--- src/rtl/iir_mult_scheduler_if.sv ---
// Handshake and shared-multiplier bus of the IIR section sequencer.
// The slave side is the sequencer; the master side is its environment.
interface iir_mult_scheduler_if;
  logic              in_valid;
  logic              in_ready;
  logic signed [3:0] in_data;
  logic signed [3:0] coef_b0;
  logic signed [3:0] coef_b1;
  logic signed [3:0] coef_b2;
  logic signed [3:0] coef_a1;
  logic signed [3:0] coef_a2;
  logic              flush;
  logic              mul_en;
  logic signed [3:0] mul_a;
  logic signed [3:0] mul_b;
  logic signed [7:0] mul_p;
  logic              out_valid;
  logic              out_ready;
  logic signed [3:0] out_data;
  logic              busy;

  modport slave (
    input  in_valid, in_data, coef_b0, coef_b1, coef_b2, coef_a1, coef_a2,
    input  flush, mul_p, out_ready,
    output in_ready, mul_en, mul_a, mul_b, out_valid, out_data, busy
  );

  modport master (
    output in_valid, in_data, coef_b0, coef_b1, coef_b2, coef_a1, coef_a2,
    output flush, mul_p, out_ready,
    input  in_ready, mul_en, mul_a, mul_b, out_valid, out_data, busy
  );
endinterface

--- src/rtl/iir_mult_scheduler.sv ---
// Second-order IIR section that time-multiplexes its five taps onto one
// external 4x4 signed multiplier, then shifts and saturates y[n] to 4 bits.
module iir_mult_scheduler #(
  parameter int unsigned SHIFT = 3
) (
  input logic                 clk,
  input logic                 rst,
  iir_mult_scheduler_if.slave bus
);

  typedef enum logic [1:0] {IDLE = 2'd0, MUL = 2'd1, OUT = 2'd2} state_t;

  state_t            state_r, state_s;
  logic        [2:0] tap_r, tap_s;
  logic signed [10:0] acc_r, acc_s, acc_f_s, prod_s;
  logic signed [3:0] xs_r, xs_s, x1_r, x1_s, x2_r, x2_s, y1_r, y1_s, y2_r, y2_s;
  logic signed [3:0] b0_r, b0_s, b1_r, b1_s, b2_r, b2_s, a1_r, a1_s, a2_r, a2_s;
  logic signed [3:0] out_data_r, out_data_s, res_s, mul_a_s, mul_b_s;
  logic              out_valid_r, out_valid_s, mul_en_s, sub_s, in_ready_s;

  function automatic logic signed [3:0] sat4(input logic signed [10:0] v);
    if (v > 11'sd7) begin
      sat4 = 4'sb0111;
    end else if (v < -11'sd8) begin
      sat4 = 4'sb1000;
    end else begin
      sat4 = v[3:0];
    end
  endfunction

  assign prod_s        = {{3{bus.mul_p[7]}}, bus.mul_p};
  assign in_ready_s    = (state_r == IDLE) && !rst;
  assign bus.in_ready  = in_ready_s;
  assign bus.busy      = (state_r != IDLE);
  assign bus.mul_en    = mul_en_s;
  assign bus.mul_a     = mul_a_s;
  assign bus.mul_b     = mul_b_s;
  assign bus.out_valid = out_valid_r;
  assign bus.out_data  = out_data_r;

  // Next-state, operand selection and datapath updates for the whole sequencer.
  always_comb begin
    state_s     = state_r;
    tap_s       = tap_r;
    acc_s       = acc_r;
    acc_f_s     = acc_r;
    xs_s        = xs_r;
    x1_s        = x1_r;
    x2_s        = x2_r;
    y1_s        = y1_r;
    y2_s        = y2_r;
    b0_s        = b0_r;
    b1_s        = b1_r;
    b2_s        = b2_r;
    a1_s        = a1_r;
    a2_s        = a2_r;
    out_valid_s = out_valid_r;
    out_data_s  = out_data_r;
    res_s       = 4'sd0;
    mul_en_s    = 1'b0;
    mul_a_s     = 4'sd0;
    mul_b_s     = 4'sd0;
    sub_s       = 1'b0;
    case (state_r)
      IDLE: begin
        // Flush and accept may coincide; the new sample then sees zero history.
        if (bus.flush) begin
          x1_s = 4'sd0;
          x2_s = 4'sd0;
          y1_s = 4'sd0;
          y2_s = 4'sd0;
        end else begin
          x1_s = x1_r;
        end
        if (bus.in_valid && in_ready_s) begin
          xs_s    = bus.in_data;
          b0_s    = bus.coef_b0;
          b1_s    = bus.coef_b1;
          b2_s    = bus.coef_b2;
          a1_s    = bus.coef_a1;
          a2_s    = bus.coef_a2;
          acc_s   = 11'sd0;
          tap_s   = 3'd0;
          state_s = MUL;
        end else begin
          state_s = IDLE;
        end
      end
      MUL: begin
        mul_en_s = 1'b1;
        case (tap_r)
          3'd0:    begin mul_a_s = xs_r; mul_b_s = b0_r; sub_s = 1'b0; end
          3'd1:    begin mul_a_s = x1_r; mul_b_s = b1_r; sub_s = 1'b0; end
          3'd2:    begin mul_a_s = x2_r; mul_b_s = b2_r; sub_s = 1'b0; end
          3'd3:    begin mul_a_s = y1_r; mul_b_s = a1_r; sub_s = 1'b1; end
          3'd4:    begin mul_a_s = y2_r; mul_b_s = a2_r; sub_s = 1'b1; end
          default: begin mul_a_s = 4'sd0; mul_b_s = 4'sd0; sub_s = 1'b0; end
        endcase
        acc_f_s = sub_s ? (acc_r - prod_s) : (acc_r + prod_s);
        acc_s   = acc_f_s;
        if (tap_r == 3'd4) begin
          res_s       = sat4(acc_f_s >>> SHIFT);
          out_data_s  = res_s;
          out_valid_s = 1'b1;
          x2_s        = x1_r;
          x1_s        = xs_r;
          y2_s        = y1_r;
          y1_s        = res_s;
          tap_s       = 3'd0;
          state_s     = OUT;
        end else begin
          tap_s = tap_r + 3'd1;
        end
      end
      OUT: begin
        if (bus.out_ready) begin
          out_valid_s = 1'b0;
          state_s     = IDLE;
        end else begin
          state_s = OUT;
        end
      end
      default: begin
        state_s = IDLE;
      end
    endcase
  end

  // State and datapath registers; reset discards any sample in flight.
  always_ff @(posedge clk or posedge rst) begin
    if (rst) begin
      state_r     <= IDLE;
      tap_r       <= 3'd0;
      acc_r       <= 11'sd0;
      xs_r        <= 4'sd0;
      x1_r        <= 4'sd0;
      x2_r        <= 4'sd0;
      y1_r        <= 4'sd0;
      y2_r        <= 4'sd0;
      b0_r        <= 4'sd0;
      b1_r        <= 4'sd0;
      b2_r        <= 4'sd0;
      a1_r        <= 4'sd0;
      a2_r        <= 4'sd0;
      out_valid_r <= 1'b0;
      out_data_r  <= 4'sd0;
    end else begin
      state_r     <= state_s;
      tap_r       <= tap_s;
      acc_r       <= acc_s;
      xs_r        <= xs_s;
      x1_r        <= x1_s;
      x2_r        <= x2_s;
      y1_r        <= y1_s;
      y2_r        <= y2_s;
      b0_r        <= b0_s;
      b1_r        <= b1_s;
      b2_r        <= b2_s;
      a1_r        <= a1_s;
      a2_r        <= a2_s;
      out_valid_r <= out_valid_s;
      out_data_r  <= out_data_s;
    end
  end

endmodule

--- src/flat_wrapper.sv ---
// flat-port wrapper written by rule: the top's interface ports become plain ports
module iir_mult_scheduler_flat 
#(
  parameter int unsigned SHIFT = 3
)
  (clk, rst, bus_in_valid, bus_in_data, bus_coef_b0, bus_coef_b1, bus_coef_b2, bus_coef_a1, bus_coef_a2, bus_flush, bus_mul_p, bus_out_ready, bus_in_ready, bus_mul_en, bus_mul_a, bus_mul_b, bus_out_valid, bus_out_data, bus_busy);
  iir_mult_scheduler_if bus_i ();
  input logic clk;
  input logic rst;
  input wire logic [$bits(bus_i.in_valid)-1:0] bus_in_valid;
  input wire logic [$bits(bus_i.in_data)-1:0] bus_in_data;
  input wire logic [$bits(bus_i.coef_b0)-1:0] bus_coef_b0;
  input wire logic [$bits(bus_i.coef_b1)-1:0] bus_coef_b1;
  input wire logic [$bits(bus_i.coef_b2)-1:0] bus_coef_b2;
  input wire logic [$bits(bus_i.coef_a1)-1:0] bus_coef_a1;
  input wire logic [$bits(bus_i.coef_a2)-1:0] bus_coef_a2;
  input wire logic [$bits(bus_i.flush)-1:0] bus_flush;
  input wire logic [$bits(bus_i.mul_p)-1:0] bus_mul_p;
  input wire logic [$bits(bus_i.out_ready)-1:0] bus_out_ready;
  output wire logic [$bits(bus_i.in_ready)-1:0] bus_in_ready;
  output wire logic [$bits(bus_i.mul_en)-1:0] bus_mul_en;
  output wire logic [$bits(bus_i.mul_a)-1:0] bus_mul_a;
  output wire logic [$bits(bus_i.mul_b)-1:0] bus_mul_b;
  output wire logic [$bits(bus_i.out_valid)-1:0] bus_out_valid;
  output wire logic [$bits(bus_i.out_data)-1:0] bus_out_data;
  output wire logic [$bits(bus_i.busy)-1:0] bus_busy;
  assign bus_i.in_valid = bus_in_valid;
  assign bus_i.in_data = bus_in_data;
  assign bus_i.coef_b0 = bus_coef_b0;
  assign bus_i.coef_b1 = bus_coef_b1;
  assign bus_i.coef_b2 = bus_coef_b2;
  assign bus_i.coef_a1 = bus_coef_a1;
  assign bus_i.coef_a2 = bus_coef_a2;
  assign bus_i.flush = bus_flush;
  assign bus_i.mul_p = bus_mul_p;
  assign bus_i.out_ready = bus_out_ready;
  assign bus_in_ready = bus_i.in_ready;
  assign bus_mul_en = bus_i.mul_en;
  assign bus_mul_a = bus_i.mul_a;
  assign bus_mul_b = bus_i.mul_b;
  assign bus_out_valid = bus_i.out_valid;
  assign bus_out_data = bus_i.out_data;
  assign bus_busy = bus_i.busy;
  iir_mult_scheduler #(.SHIFT(SHIFT)) u_core (.clk(clk), .rst(rst), .bus(bus_i));
endmodule
--- config.mk ---
export PLATFORM = sky130hd
export DESIGN_NAME = iir_mult_scheduler_flat
export DESIGN_NICKNAME = d
export VERILOG_FILES = /design/src/rtl/iir_mult_scheduler_if.sv /design/src/rtl/iir_mult_scheduler.sv /design/src/flat_wrapper.sv
export SDC_FILE = /design/constraint.sdc
export NUM_CORES = 1
export LEC_CHECK = 0
export CAP_MARGIN = 25
export CORE_MARGIN = 3
export CORE_UTILIZATION = 40
export CTS_BUF_LIST = sky130_fd_sc_hd__clkbuf_16
export CTS_CLUSTER_DIAMETER = 200
export DETAILED_ROUTE_END_ITERATION = 6
export PLACE_DENSITY_LB_ADDON = 0.2
export SYNTH_ARGS = -nofsm -noshare
export SYNTH_HDL_FRONTEND = slang
export SYNTH_SLANG_ARGS = --single-unit
--- constraint.sdc ---
create_clock -name clk -period 5.8 [get_ports clk]
set_input_delay 1.16 -clock clk [delete_from_list [all_inputs] [get_ports clk]]
set_output_delay 1.16 -clock clk [all_outputs]
set_load 0.03 [all_outputs]
==> After elaboration in Yosys (flattened, before gate mapping) <==
Index checks and enable logic that the tools add are counted.
{ "word_totals": {"reg_bits": 61, "output_inout_bits": 16} }
{ "classes": {"n_addsub": 3, "n_lt_le_gt_ge": 2, "n_eq_ne": 10, "muxes": 31, "n_reduce_logical": 14} }
{ "op_table": {"columns": ["cell", "n"], "rows": [
  ["one-hot mux 4 bit (5 select lines)", 2],
  ["2-to-1 mux 4 bit", 9],
  ["one-hot mux 4 bit (2 select lines)", 4],
  ["2-to-1 mux 11 bit", 2],
  ["one-hot mux 11 bit (2 select lines)", 1],
  ["adder 11 x 8 -> 11 bit", 1],
  ["subtractor 11 x 8 -> 11 bit", 1],
  ["greater-than comparator 8 x 4 -> 1 bit, second input constant", 1],
  ["< comparator 8 x 4 -> 1 bit, second input constant", 1],
  ["equality test 3 x 2 -> 1 bit, second input constant", 2],
  ["2-to-1 mux 1 bit", 6],
  ["2-to-1 mux 3 bit", 2],
  ["!= test 2 bit, second input constant", 3],
  ["one-hot mux 2 bit (3 select lines)", 1],
  ["one-hot mux 3 bit (2 select lines)", 1],
  ["AND reduction 2 bit", 3],
  ["AND reduction 3 bit", 2],
  ["nonzero test 2 bit", 3],
  ["2-to-1 mux 2 bit", 2],
  ["adder 3 x 1 -> 3 bit, second input constant", 1],
  ["equality test 3 x 1 -> 1 bit, second input constant", 1],
  ["equality test 3 bit, second input constant", 1],
  ["logical NOT 3 bit", 1],
  ["equality test 2 x 1 -> 1 bit, second input constant", 1],
  ["other kinds (7)", 8]
]} }

==> Logic depth before layout (Yosys ltp) <==
Gate-level depths: netlist (run 1).
{ "logic_depth": {"ltp_word": 10, "mapped_depth": 16} }

==> Worst setup path before layout (run 1) <==
Ideal clock, no wire load.
{ "synth_timing": {"path_type": "input port to flip-flop", "start": "input bus_mul_p[0]", "end": "register u_core.out_data_r[2], in the netlist u_core.bus.out_data[2]", "t_arrival_ps": 3512, "required_time_ps": 5671, "setup_slack_ps": 2159, "stages": 12, "path_cell_list": "inv_1 > ha_1 > nor4b_2 > a211oi_2 > a21oi_2 > ha_1 > or3_2 > o32a_1 > a22oi_1 > nand4_1 > a21oi_1 > o31ai_1"} }
{ "synth_between": {"elab_chain_len": 5, "word_cells_on_any_way": 7, "cone_classes": "add/sub (2); order compare (2); mux (3)"} }
{ "synth_lines": {"columns": ["element", "line", "source"], "rows": [
  ["from (decl)", "flat_wrapper.sv:18", "input wire logic [$bits(bus_i.mul_p)-1:0] bus_mul_p;"],
  ["adder 11 x 8 -> 11 bit / subtractor 11 x 8 -> 11 bit (equally long branches)", "iir_mult_scheduler.sv:99", "acc_f_s = sub_s ? (acc_r - prod_s) : (acc_r + prod_s);"],
  ["2-to-1 mux 11 bit (*)", "iir_mult_scheduler.sv:99", null],
  ["< comparator 8 x 4 -> 1 bit", "iir_mult_scheduler.sv:24", "end else if (v < -11'sd8) begin"],
  ["2-to-1 mux 4 bit", "iir_mult_scheduler.sv:24", null],
  ["2-to-1 mux 4 bit (*)", "iir_mult_scheduler.sv:22", "if (v > 11'sd7) begin"],
  ["to (signal assigned)", "iir_mult_scheduler.sv:162", "out_data_r <= out_data_s;"],
  ["to (decl)", "iir_mult_scheduler.sv:18", "logic signed [3:0] out_data_r, out_data_s, res_s, mul_a_s, mul_b_s;"]
]} }
Every way passes the cells marked *; elsewhere a longest branch is shown, timed or not.
A chain may end at the register's enable or synchronous reset.

==> Final worst setup path (run 1) <==
Ends and elaborated chain as after synthesis.

==> flow_metrics.env, run 1 <==
export IMPL_outcome="complete, no violations"
export IMPL_path_clk_slew_ps=50
export IMPL_maxSlewViolCount=0
export IMPL_cts_root_buffer="clkbuf_16"
export IMPL_synth_edf_count=0
export IMPL_hold_class="reg2reg"
export IMPL_synth_nets=389
export IMPL_fin_skew_ps=10.0
export IMPL_critical_path_class="in2reg"
export IMPL_post_cts_buffers=0
export IMPL_power_internal_uw=1320
export IMPL_antenna_cells=0
export IMPL_period_needed_ps=4140
export IMPL_yosysWarningCount=0
export IMPL_synth_seq_cells=61
export IMPL_fill_cells=761
export IMPL_dp_cells=478
export IMPL_ff2ff_path_depth=12
export IMPL_synthTopCellsByArea="dfrtp_1 (43%), mux2_2 (8.3%), ha_1 (6.8%), a22o_1 (4.7%), a22oi_1 (3.6%)"
export IMPL_leakagePower_uw=0.00188
export IMPL_initial_core_util=0.420
export IMPL_grt_max_degree=62
export IMPL_cts_path_max_buffers=2
export IMPL_p_seq_frac=0.306
export IMPL_maxCapViolations=0
export IMPL_num_rows=33
export IMPL_core_area_um2=8380
export IMPL_io_buffers=52
export IMPL_clock_sinks=61
export IMPL_synthArstFlopShare=1.00
export IMPL_dr_pass1_iters=4
export IMPL_p_comb_frac=0.453
export IMPL_p_per_area_nw_per_um2=481
export IMPL_grt_overflow=0
export IMPL_cts_resized=0
export IMPL_die_area_um2=9950
export IMPL_hold_slack_ps=474
export IMPL_ys_types=51
export IMPL_rsz0062_at_grt="false"
export IMPL_path_max_fanout=4
export IMPL_ys_flop_type="dfrtp_1"
export IMPL_drtIter0Drc=126
export IMPL_ff_latch_area_um2=1530
export IMPL_ys_seq_area_frac=0.434
export IMPL_ant_nets=0
export IMPL_drc_errors=0
export IMPL_gp_congestion=0.900
export IMPL_clk_latency_ps=320
export IMPL_power_frac_clock=0.241
export IMPL_grt_pass1_wl_mm=13.3
export IMPL_critPathRequiredTime_ps=5990
export IMPL_ir_drop_mv=0.302
export IMPL_layout_common_cells="dfrtp_1 (61), clkdlybuf4s50_1 (52), nand2_1 (30)"
export IMPL_syn_area_per_cell_um2=10.6
export IMPL_layout_commonest_cell="dfrtp_1"
export IMPL_cts_tree="done"
export IMPL_syn_area_um2=3520
export IMPL_grt_pass1_vias=2749
export IMPL_dp_hpwl_mm=5.65
export IMPL_worstSetupEndpointType="register"
export IMPL_fp_dieH_um=99.8
export IMPL_worstHoldPathCells=2
export IMPL_synth_cells=332
export IMPL_wl_mm=7.84
export IMPL_relSlewSlack=0.494
export IMPL_worstMarginPinSlew_ps=759
export IMPL_antenna_found_initial=0
export IMPL_synth_top_cell_by_area="dfrtp_1"
export IMPL_hold_viol_final=0
export IMPL_vias=2749
export IMPL_arrival_ps=4340
export IMPL_finalCritPeriodShare=0.715
export IMPL_cts_made_buffers=9
export IMPL_fin_cells=495
export IMPL_final_core_utilization=0.530
export IMPL_synthToLayoutAreaGrowth_pct=26.3
export IMPL_switchingPower_uw=811
export IMPL_yosysTopAreaCellShare=0.434
export IMPL_setup_viol=0
export IMPL_swShare=0.380
export IMPL_ioPinCount=53
export IMPL_totalPowerFinal_uw=2140
export IMPL_fmax_mhz=241
export IMPL_ctsHtreeMaxLevel=3
export IMPL_layout_drive_gt1_share=0.162
export IMPL_crit_path_start_kind="input port"
export IMPL_grt_usage=0.165
export IMPL_die_w_um=99.8
export IMPL_wl_per_cell_um=15.8
export IMPL_setup_tns_ps=0
export IMPL_hold_buffers=0
export IMPL_avgViaCountPerCell=5.55
export IMPL_nets=442
export IMPL_multi_input_area_um2=1860
final cells by class:
class                           instances  area share
Clock buffer                            9      0.0507
Clock inverter                          7      0.0149
Inverter                               16      0.0135
Multi-Input combinational cell        240       0.418
Sequential cell                        61       0.344
Tap cell                              105      0.0296
Timing Repair Buffer                   57       0.130
registers in the layout (all words and copies together), names as in the netlist, 2 cells and up:
| signal | count |
|---|---|
| u_core.a2_r | 4 |
| u_core.x1_r | 4 |
| u_core.b2_r | 4 |
| u_core.y2_r | 4 |
| u_core.state_r | 2 |
| u_core.b0_r | 4 |
| u_core.tap_r | 3 |
| u_core.b1_r | 4 |
| u_core.acc_r | 11 |
| u_core.y1_r | 4 |
| u_core.xs_r | 4 |
| u_core.x2_r | 4 |
| u_core.a1_r | 4 |
| u_core.bus.out_data | 4 |
final timing paths:
| kind | endpoint | from | slack, ps |
|---|---|---|---|
| min in group asynchronous | u_core.state_r[0] | rst | 1400 |
| max in group asynchronous | u_core.acc_r[9] | rst | 3870 |
| hold / removal | u_core.bus.out_data[3] | u_core.bus.out_data[3] | 470 |
| hold reg to reg | u_core.bus.out_data[3] | u_core.bus.out_data[3] | 470 |
| setup / recovery | u_core.bus.out_data[2] | bus_mul_p[0] | 1660 |
| setup reg to reg | u_core.bus.out_data[2] | u_core.tap_r[0] | 1990 |
worst max-delay path, stage by stage:
cell	delay, ps
clkdlybuf4s50_1	530
inv_1	80
ha_1	240
nor4b_2	180
a211oi_2	240
a21oi_2	80
ha_1	340
or3_2	490
o32a_1	330
a22oi_1	160
nand4_1	160
a21oi_1	260
o31ai_1	90
synth_stat cells, drive strengths merged, types with 4 or more instances:
cell and number:
nand2 30, and2 4, or3 4, o31ai 7, a22o 19, ha 19
a22oi 17, mux2 26, inv 16, a21oi 12, nor3 8, a31oi 12
nor2b 6, dfrtp 61, buf 4, nand2b 7, xnor2 8, nand3 6
nor2 11, o21ai 14, clkbuf 11
layer usage:
layer | routed length (µm) | vias up | part of all wire | GRT usage
met3 | 295 | 2 | 0.038 | 0.0361
met5 | 0 | - | 0 | 0
met4 | 10 | 0 | 0.0013 | 0.0294
met1 | 3800 | 1354 | 0.48 | 0.236
li1 | - | 1343 | - | -
met2 | 3730 | 50 | 0.48 | 0.261
cell families (layout without fill, tap and decap cells):
family | Yosys count | after routing | share of synthesized area
AOI/OAI and AO/OA | 100 | 100 | 0.218
xor gates and xnor gates | 9 | 9 | 0.0299
adders and majority gates | 20 | 20 | 0.0733
buffers and inverters | 31 | 89 | 0.0384
DFF | 61 | 61 | 0.434
muxes | 27 | 27 | 0.0861
and+or+nand+nor | 84 | 84 | 0.121
power by group through the flow:
stage	sequential (µW)	combinational (µW)	clock, µW
after floorplan	655	694	0
after global placement	653	948	0
after detailed placement	658	957	0
after CTS	652	964	526
after global routing	670	1070	546
final	653	967	515
stage by stage:
| stage | setup slack, ps | area [µm²] |
|---|---|---|
| floorplan | 2160 | 3520 |
| global placement | 1410 | 4120 |
| detailed placement | 1340 | 4120 |
| CTS | 1670 | 4420 |
| global route | 1360 | 4440 |
| finish | 1660 | 4440 |
(Power assumes the default switching activity.)
==> run 2, diff against run 1 <==
==> constraint.sdc (replaced) <==
create_clock -name clk -period 3.7 [get_ports clk]
set_input_delay 0.74 -clock clk [delete_from_list [all_inputs] [get_ports clk]]
set_output_delay 0.74 -clock clk [all_outputs]
set_load 0.03 [all_outputs]
==> flow_metrics.env, run 2 (synthesis gave the netlist of run 1 again) <==
export IMPL_core_area_um2=8380
export IMPL_wl_per_cell_um=15.4
export IMPL_critPathRequiredTime_ps=3900
export IMPL_critical_path_class="in2reg"
export IMPL_layout_common_cells="dfrtp_1 (61), clkdlybuf4s50_1 (52), nand2_1 (30)"
export IMPL_num_rows=33
export IMPL_grt_pass1_wl_mm=13.8
export IMPL_layout_drive_gt1_share=0.207
export IMPL_totalPowerFinal_uw=3440
export IMPL_final_cell_area_um2=4610
export IMPL_avgViaCountPerCell=5.39
export IMPL_cp_num_buf_inv=2
export IMPL_endpoint="u_core.y1_r[2]"
export IMPL_clk_latency_ps=320
export IMPL_finalCritPeriodShare=0.943
export IMPL_r2r_start="u_core.tap_r[0]"
export IMPL_leakagePower_uw=0.00199
export IMPL_initial_core_util=0.420
export IMPL_cts_tree="done"
export IMPL_antenna_found_initial=0
export IMPL_drc_errors=0
export IMPL_gp_congestion=0.820
export IMPL_outcome="complete, no violations"
export IMPL_hold_viol_final=0
export IMPL_grt_overflow=0
export IMPL_path_cells="clkdlybuf4s50_1, inv_1, ha_1, nor4b_2, a211oi_2, a21oi_2, ha_1, or3_2, o32a_1, a22oi_1, nand4_1, a21oi_1, o31ai_1"
export IMPL_fp_dieH_um=99.8
export IMPL_max_stage_delay_ps=480
export IMPL_p_per_area_nw_per_um2=745
export IMPL_maxSlewViolCount=0
export IMPL_fmax_mhz=287
export IMPL_p_seq_frac=0.298
export IMPL_setup_tns_ps=0
export IMPL_p_comb_frac=0.467
export IMPL_antenna_cells=0
export IMPL_placed_area_um2=4290
export IMPL_hold_class="reg2reg"
export IMPL_post_cts_buffers=0
export IMPL_dp_slack_ps=-113
export IMPL_largest_register="u_core.acc_r"
export IMPL_clock_sinks=61
export IMPL_vias=2782
export IMPL_die_area_um2=9950
export IMPL_layout_commonest_cell="dfrtp_1"
export IMPL_finalWorstSetupSlack_ps=212
export IMPL_arrival_ps=3690
export IMPL_dp_hpwl_mm=5.82
export IMPL_largest_register_ff_count=11
export IMPL_grt_usage=0.171
export IMPL_period_needed_ps=3490
export IMPL_die_w_um=99.8
export IMPL_rsz0062_at_grt="false"
export IMPL_crit_path_start="bus_mul_p[0]"
export IMPL_ant_nets=0
export IMPL_switchingPower_uw=1290
export IMPL_setup_viol=0
export IMPL_fin_skew_ps=6.76
export IMPL_swShare=0.374
export IMPL_crit_slowest_cell="clkdlybuf4s50_1"
export IMPL_crit_family="compound AO/OA/AOI/OAI gates"
export IMPL_cts_path_max_buffers=2
export IMPL_fill_cells=745
export IMPL_ir_drop_mv=0.425
export IMPL_worstMarginPinSlew_ps=555
export IMPL_grt_max_degree=62
export IMPL_nets=463
export IMPL_ioPinCount=53
export IMPL_synthToLayoutAreaGrowth_pct=31.2
export IMPL_relSlewSlack=0.630
export IMPL_ff2ff_path_depth=14
export IMPL_hold_slack_ps=479
export IMPL_dr_pass1_iters=7
export IMPL_ctsHtreeMaxLevel=3
export IMPL_power_frac_clock=0.235
export IMPL_grt_pass1_vias=2920
export IMPL_cts_made_buffers=9
export IMPL_power_internal_uw=2150
export IMPL_path_max_fanout=3
export IMPL_cts_root_buffer="clkbuf_16"
export IMPL_wl_mm=7.95
export IMPL_crit_path_start_kind="input port"
export IMPL_cpMostUsedCell="ha_1"
export IMPL_rrSetupSlack_ps=300
export IMPL_maxCapViolations=0
export IMPL_io_buffers=52
export IMPL_drtIter0Drc=77
export IMPL_path_clk_slew_ps=50
export IMPL_reg2reg_to="u_core.y1_r[2]"
export IMPL_path_depth=13
export IMPL_worstSetupEndpointType="register"
-- run 2: cell count changes in the layout (fill, tap and decap cells not counted) --
cell / previous run / this run
buf_4: 4 / 24
a21o_1: 3 / 2
a21o_2: 0 / 1
buf_12: 0 / 1
-- run 2: layout make-up --
class	instances	area [µm²]	area share
timing repair buffer	78	748	0.162
clock inverter	7	66.3	0.0144
tap	105	131	0.0285
clock buffer	9	225	0.0488
sequential	61	1530	0.331
multi-input combinational	240	1860	0.402
inverter	16	60.1	0.0130
-- run 2: timing repair --
item | 4_1_cts | 5_1_grt
hold buffers | 0 | 0
setup endpoints to repair | 0 | 1
gates resized for setup | 0 | 1
-- run 2: worst min path at each step --
stage	depth (start not counted)	startpoint	slack (ps)	to
after global routing	1	u_core.y2_r[1]	520	u_core.y2_r[1]
after CTS	2	u_core.acc_r[0]	480	u_core.acc_r[0]
after floorplan	2	u_core.acc_r[0]	450	u_core.acc_r[0]
after detailed placement	2	u_core.acc_r[0]	470	u_core.acc_r[0]
final	2	u_core.bus.out_data[3]	480	u_core.bus.out_data[3]
after global placement	2	u_core.bus.out_data[3]	460	u_core.bus.out_data[3]
-- run 2: metrics by stage --
step / cells / util
2_1_floorplan: 332 / -
4_1_cts: 515 / 0.547
3_3_place_gp: 499 / 0.512
5_1_grt: 516 / 0.551
3_5_place_dp: 499 / 0.512
6_report: 516 / 0.551
-- run 2: power by group through the flow --
stage	logic, µW	registers (µW)	clock network (µW)
after global routing	1770	1050	857
after global placement	1570	1030	0
after CTS	1600	1020	830
after detailed placement	1600	1030	0
final	1600	1020	809
after floorplan	1090	1030	0
-- run 2: routing by layer --
metal | global-route usage | routed length, µm | up-vias
met5 | 0 | 0 | -
met4 | 0.0326 | 33 | 0
met3 | 0.0445 | 312 | 4
met2 | 0.273 | 3760 | 57
met1 | 0.235 | 3850 | 1338
li1 | - | - | 1383
-- run 2: worst register-to-register path, delay by kind of cell, from the launching register on --
family / cells / cell delay [ps]
and+or+nand+nor: 4 / 830
buffers and inverters: 2 / 180
DFF: 1 / 430
adders and majority gates: 3 / 660
AOI/OAI and AO/OA: 4 / 940
muxes: 1 / 270
